--- config.mk ---
export PLATFORM = sky130hd
export DESIGN_NAME = contador_eventos_multi_flat
export DESIGN_NICKNAME = d
export VERILOG_FILES = /design/src/rtl/contador_eventos_multi_if.sv /design/src/rtl/contador_eventos_multi.sv /design/src/flat_wrapper.sv
export SDC_FILE = /design/constraint.sdc
export NUM_CORES = 1
export LEC_CHECK = 0
export ABC_CLOCK_PERIOD_IN_PS = 3900
export BUFFER_PORTS_ARGS = -buffer_cell sky130_fd_sc_hd__buf_2
export CAP_MARGIN = 25
export CORE_MARGIN = 2
export CORE_UTILIZATION = 40
export CTS_CLUSTER_SIZE = 28
export DETAILED_ROUTE_END_ITERATION = 10
export PLACE_DENSITY_LB_ADDON = 0.05
export REMOVE_ABC_BUFFERS = 1
export SKIP_LAST_GASP = 1
export SYNTH_ARGS = -nofsm -noshare
export SYNTH_HDL_FRONTEND = slang
export SYNTH_SLANG_ARGS = --single-unit
export TNS_END_PERCENT = 30
--- constraint.sdc ---
create_clock -name clk -period 3.9 [get_ports clk]
set_clock_uncertainty 0.05 [all_clocks]
set_input_delay 0.585 -clock clk [delete_from_list [all_inputs] [get_ports clk]]
set_output_delay 0.585 -clock clk [all_outputs]
set_load 0.1 [all_outputs]
--- src/rtl/contador_eventos_multi_if.sv ---
// contador_eventos_multi_if: event inputs, controls and readout of the multi-channel event counter
interface contador_eventos_multi_if #(
  parameter int NCH = 4,
  parameter int N = 3
);
  localparam int SW = NCH > 1 ? $clog2(NCH) : 1;
  logic [NCH-1:0] ev;
  logic en;
  logic dir;
  logic [NCH-1:0] clr;
  logic [NCH-1:0] ov_clr;
  logic [SW-1:0] sel;
  logic [N-1:0] data;
  logic [NCH-1:0] ov;
  logic ov_any;
  modport master (output ev, en, dir, clr, ov_clr, sel, input data, ov, ov_any);
  modport slave (input ev, en, dir, clr, ov_clr, sel, output data, ov, ov_any);
endinterface

--- src/rtl/contador_eventos_multi.sv ---
// contador_eventos_multi: per-channel synchronized edge counters modulo M with sticky wrap flags and muxed readout
module contador_eventos_multi #(
  parameter int NCH = 4,
  parameter int N = 3,
  parameter int M = 8
) (
  input logic clk,
  input logic rst,
  contador_eventos_multi_if.slave bus
);
  localparam int SW = NCH > 1 ? $clog2(NCH) : 1;
  localparam logic [N-1:0] CMAX = N'(M - 1);
  localparam logic [SW:0] NCH_W = (SW + 1)'(NCH);
  logic [NCH-1:0] s1, s2, s3, tic, ov_r;
  logic [NCH-1:0][N-1:0] cnt;
  logic [N-1:0] data_r;
  // two-flop synchronizer plus a third flop for rising-edge detection
  always_ff @(posedge clk)
    if (rst) begin
      s1 <= '0;
      s2 <= '0;
      s3 <= '0;
    end else begin
      s1 <= bus.ev;
      s2 <= s1;
      s3 <= s2;
    end
  assign tic = s2 & ~s3;
  for (genvar i = 0; i < NCH; i++) begin : g_ch
    logic [N-1:0] c, nxt;
    logic hit, wrap, o;
    assign hit = tic[i] & bus.en;
    assign wrap = bus.dir ? c == '0 : c == CMAX;
    assign nxt = bus.dir ? (wrap ? CMAX : c - 1'b1) : (wrap ? '0 : c + 1'b1);
    // counter: clear beats a same-cycle tic; flag set beats a same-cycle flag clear
    always_ff @(posedge clk)
      if (rst) begin
        c <= '0;
        o <= 1'b0;
      end else begin
        c <= bus.clr[i] ? '0 : hit ? nxt : c;
        o <= (hit & ~bus.clr[i] & wrap) | (o & ~bus.ov_clr[i]);
      end
    assign cnt[i] = c;
    assign ov_r[i] = o;
  end
  // registered readout of the selected channel, zero for selects past the last channel
  always_ff @(posedge clk)
    data_r <= rst ? '0 : ({1'b0, bus.sel} < NCH_W) ? cnt[bus.sel] : '0;
  assign bus.data = data_r;
  assign bus.ov = ov_r;
  assign bus.ov_any = |ov_r;
endmodule

--- src/flat_wrapper.sv ---
// flat-port wrapper written by rule: the top's interface ports become plain ports
module contador_eventos_multi_flat 
#(
  parameter int NCH = 4,
  parameter int N = 3,
  parameter int M = 8
)
  (clk, rst, bus_ev, bus_en, bus_dir, bus_clr, bus_ov_clr, bus_sel, bus_data, bus_ov, bus_ov_any);
  contador_eventos_multi_if #(.NCH(NCH), .N(N)) bus_i ();
  input logic clk;
  input logic rst;
  input wire logic [$bits(bus_i.ev)-1:0] bus_ev;
  input wire logic [$bits(bus_i.en)-1:0] bus_en;
  input wire logic [$bits(bus_i.dir)-1:0] bus_dir;
  input wire logic [$bits(bus_i.clr)-1:0] bus_clr;
  input wire logic [$bits(bus_i.ov_clr)-1:0] bus_ov_clr;
  input wire logic [$bits(bus_i.sel)-1:0] bus_sel;
  output wire logic [$bits(bus_i.data)-1:0] bus_data;
  output wire logic [$bits(bus_i.ov)-1:0] bus_ov;
  output wire logic [$bits(bus_i.ov_any)-1:0] bus_ov_any;
  assign bus_i.ev = bus_ev;
  assign bus_i.en = bus_en;
  assign bus_i.dir = bus_dir;
  assign bus_i.clr = bus_clr;
  assign bus_i.ov_clr = bus_ov_clr;
  assign bus_i.sel = bus_sel;
  assign bus_data = bus_i.data;
  assign bus_ov = bus_i.ov;
  assign bus_ov_any = bus_i.ov_any;
  contador_eventos_multi #(.NCH(NCH), .N(N), .M(M)) u_core (.clk(clk), .rst(rst), .bus(bus_i));
endmodule
After elaboration in Yosys (flattened, before gate mapping)
Cells that the tools add are included.
Widths: inputs -> output; s select.
{"block": "word_totals", "output_inout_bits": 8, "word_cells": 82, "ff_bits": 31, "input_bits": 18}
{"block": "classes", "n_mux": 18, "n_bitwise": 30, "n_addsub": 8, "order_cmp": 1, "n_reduce_logical": 9, "n_eq_ne": 4}
{"cell": "$mux 3", "n": 13}
{"cell": "$and 1x1->1", "n": 16}
{"cell": "$add 3x1->3 const B", "n": 4}
{"cell": "$eq 3x3->1 const B", "n": 4}
{"cell": "$logic_not 3->1", "n": 4}
{"cell": "$sub 3x1->3 const B", "n": 4}
{"cell": "$not 1->1", "n": 8}
{"cell": "$reduce_or 2->1", "n": 4}
{"cell": "$bmux 3 s2", "n": 1}
{"cell": "$and 4x4->4", "n": 1}
{"cell": "$mux 1", "n": 4}
{"cell": "$not 4->4", "n": 1}
{"cell": "$or 1x1->1", "n": 4}
{"cell": "$reduce_or 4->1", "n": 1}
{"cell": "$lt 2x3->1 const B", "n": 1}

Depth between registers and ports, before layout
{"block": "logic_depth", "ltp_word": 6, "ltp_mapped": 5, "depth_no_buf": 5}

Worst setup path before layout
Ideal clock, no wire load.
{"block": "synth_path", "path_type": "register to output", "start": "reg u_core.g_ch[0].o", "end": "out bus_ov_any", "t_arrival_ns": 1.257, "required_ns": 3.265, "n_path_buf": 0, "setup_slack_ns": 2.008, "stages_incl_launch_ff": 2, "path_cell_list": "dfxtp_1 -> or4_1"}
{"block": "synth_via", "elab_chain_cells": 1}
{"item": "start, declared", "line": "contador_eventos_multi.sv:31", "rtl": "logic hit, wrap, o;"}
{"item": "start signal, assigned", "line": "contador_eventos_multi.sv:42", "rtl": "o <= (hit & ~bus.clr[i] & wrap) | (o & ~bus.ov_clr[i]);"}
{"item": "$reduce_or 4->1", "line": "contador_eventos_multi.sv:52", "rtl": "assign bus.ov_any = |ov_r;"}
{"item": "end, declared", "line": "flat_wrapper.sv:20", "rtl": "output wire logic [$bits(bus_i.ov_any)-1:0] bus_ov_any;"}
Every way passes these cells.

Worst setup path in the final report
Ends and elaborated chain as after synthesis.

==> results.md <==
* Critical path origin: u_core.g_ch[0].o
* Unique masters post-synth at 28
* Vias in the first global route at approximately 1300
* Total grt overflow at 0
* Crit. End Element: output port
* Worst-case clock buffer depth at 2
* Post-layout util at 0.4720
* Routed Antenna Nets at 0
* Worst hold slack at about 0.39 ns
* Starting Density at 0.4148
* Data arrival, critical path at approximately 1.4 ns
* Chip Height at roughly 68 um
* Routed WL per cell at roughly 13 um
* CTS resizes at 0
* Worst R2R Start: u_core.g_ch[3].c[0]
* Share of layout cells above drive strength 1 at 0.1921
* Pwr per Cell Area at between 300 and 400 mW/mm^2
* Hold-fix buffers at CTS at 0
* VDD IR max at roughly 0.15 mV
* CTS buffer count at 5
* Iteration-0 DRC Markers at between 70 and 80
* Commonest cells post-synth: dfxtp_1, nor2b_1, a21oi_1, ha_1
* Via Count at 1307
* Worst hold path class: reg2reg
* Clk_lat worst skew at 0.28 ns
* DRT Pass-1 Iters at 4
* Hold path depth at 1
* Max FO, Critical Path at 3
* Area after DPL at 0.001788 mm^2
* Fin. max-slew vios at 0
* Final wirelength at ~3300 um
* Antenna cells at 0
* Row cnt at 23
* RSZ-0062 raised after global routing: false
* Area delta synth->final at 13.80%
* DRC at 0
* Post-CTS setup buffers at 0
* Core area at approximately 0.004 mm^2
* Slew HR at 0.6720
* CTS root buf: clkbuf_8
* Area contributors post-synth: dfxtp_1, ha_1, nor2b_1
* HPWL after DPL at 2514 um
* Die width at 68.40 um
* Post-synthesis sequential area ratio at 0.3741
* Dominant cell type by area after synthesis: dfxtp_1
* Mapped Cells at 179
* Status: finished clean
* H-tree Lvls at 2
* Area of the die at between 0.004 and 0.005 mm^2
* Crit path launch type: flop
* # clock sinks at 31
* #FFs+latches synth at 31
* Final period util at 0.5252
* Synth warnings at 0
* F_max at about 500 MHz
* Critical path required time at around 3.3 ns
* Worst r2r dst: u_core.g_ch[3].c[2]
* Final Cell Area at 0.001888 mm^2
* Final Hold Fails at 0
* Ys flop type: dfxtp_1
* Hold Startpoint: u_core.s1[1]
* Final setup violating endpoints at 0
* Critical Path Max Stage Delay at 0.51 ns
* Slowest cell on crit path: or4_1
* Largest net degree at the start of global routing at 28
* Gr usage total at 0.1690
* Worst hold endpoint: u_core.s2[1]
* Antenna violations before repair at 0
* Fin crit period at around 2 ns
* Final GP Congestion at just under 0.9
* CP cell instances: or4_1, buf_2
* CTS tree: built
* Top-count cell post-synth: dfxtp_1
* MaxCap Viol Count at 0
* Mean Syn Cell Area at between 9 and 10 um^2
* Synthesized area at ~0.0017 mm^2
* First-pass GRT wire length at ~5700 um
* Setup CP Type: reg2out
* Final net count at roughly 240
* Number of synthesized flops with an enable pin at 0
* Reg-to-reg slack, setup at ~2.5 ns
* IO Port Bufs at 25
* Setup TNS at 0 ns
* Synth top area share at 0.3741
* Worst-Margin Slew at 0.4920 ns
* Vias per cell at roughly 5.2
* Cell count of the worst reg-to-reg path at 4
* Clock slew at reported path FFs at roughly 0.07 ns
* Asr flop ratio synth at 0
* I/O pins at 26
* Leakage power at roughly 0.82 nW
==> metal layers <==
metal / vias up / share of wire / global-route usage / wire length, um
met5: - / 0 / 0 / 0
met4: 0 / 0.016 / 0.06000 / 54
met3: 6 / 0.041 / 0.06250 / 138
met2: 20 / 0.47 / 0.2680 / 1569
met1: 613 / 0.47 / 0.2089 / 1572
li1: 668 / - / - / -
==> kinds of logic (layout without fill, tap and decap cells) <==
| group | Yosys count | count (layout) | share of synthesized area |
|---|---|---|---|
| buf+inv | 20 | 44 | 0.06033 |
| fa+ha+maj | 17 | 17 | 0.1282 |
| mux | 3 | 3 | 0.04072 |
| simple gates | 69 | 69 | 0.2617 |
| compound gates | 39 | 39 | 0.1350 |
| flops | 31 | 31 | 0.3741 |
==> worst max-delay path, delay by kind of cell (launching register included) <==
kind,cells,cell delay (ns)
AND/OR/NAND/NOR,1,0.51
flip-flops,1,0.32
buffers and inverters,1,0.30
==> report_power, final <==
group	internal, mW	switching [mW]
Clock	0.161	0.118
Combinational	0.0224	0.0325
Sequential	0.324	0.00467
==> worst max path at each step <==
stage | end | depth (start not counted)
global placement | bus_ov_any | 2
global route | bus_ov_any | 2
CTS | bus_ov_any | 2
floorplan | bus_ov_any | 1
finish | bus_ov_any | 2
detailed placement | bus_ov_any | 2
==> cell usage in the layout, fill, tap and decap left out, drive strengths merged <==
master / n
nand2: 6
nor2b: 20
nor4: 4
a21oi: 19
ha: 17
clkbuf: 8
nand2b: 8
or4: 1
nand3: 3
or3b: 1
and3: 4
or3: 3
nand3b: 8
and3b: 4
a211o: 5
inv: 11
mux4: 3
o221ai: 1
buf: 25
dfxtp: 31
nor2: 7
o21ai: 11
a31oi: 1
a21boi: 2
==> area by class of cell <==
class,instances,area (um^2)
clock buffers,8,100.1
fillers,406,2112
inverters,11,41.29
multi-input cells,128,938.4
flip-flops and latches,31,620.6
well taps,50,62.56
repair buffers,25,125.1
==> registers in the layout (all words and copies together), names as in the netlist <==
register         count
u_core.bus.data      3
u_core.g_ch.c       12
u_core.g_ch.o        4
u_core.s1            4
u_core.s2            4
u_core.s3            4
==> per-stage QoR <==
stage          power (mW)  cells  setup slack, ns
2_1_floorplan      0.3658    170            1.488
3_3_place_gp       0.3896    245            2.154
3_5_place_dp       0.3910    245            2.150
4_1_cts            0.6747    253            1.828
5_1_grt            0.6909    253            1.796
6_report           0.6623    253            1.852
(Power assumes the default switching activity.)
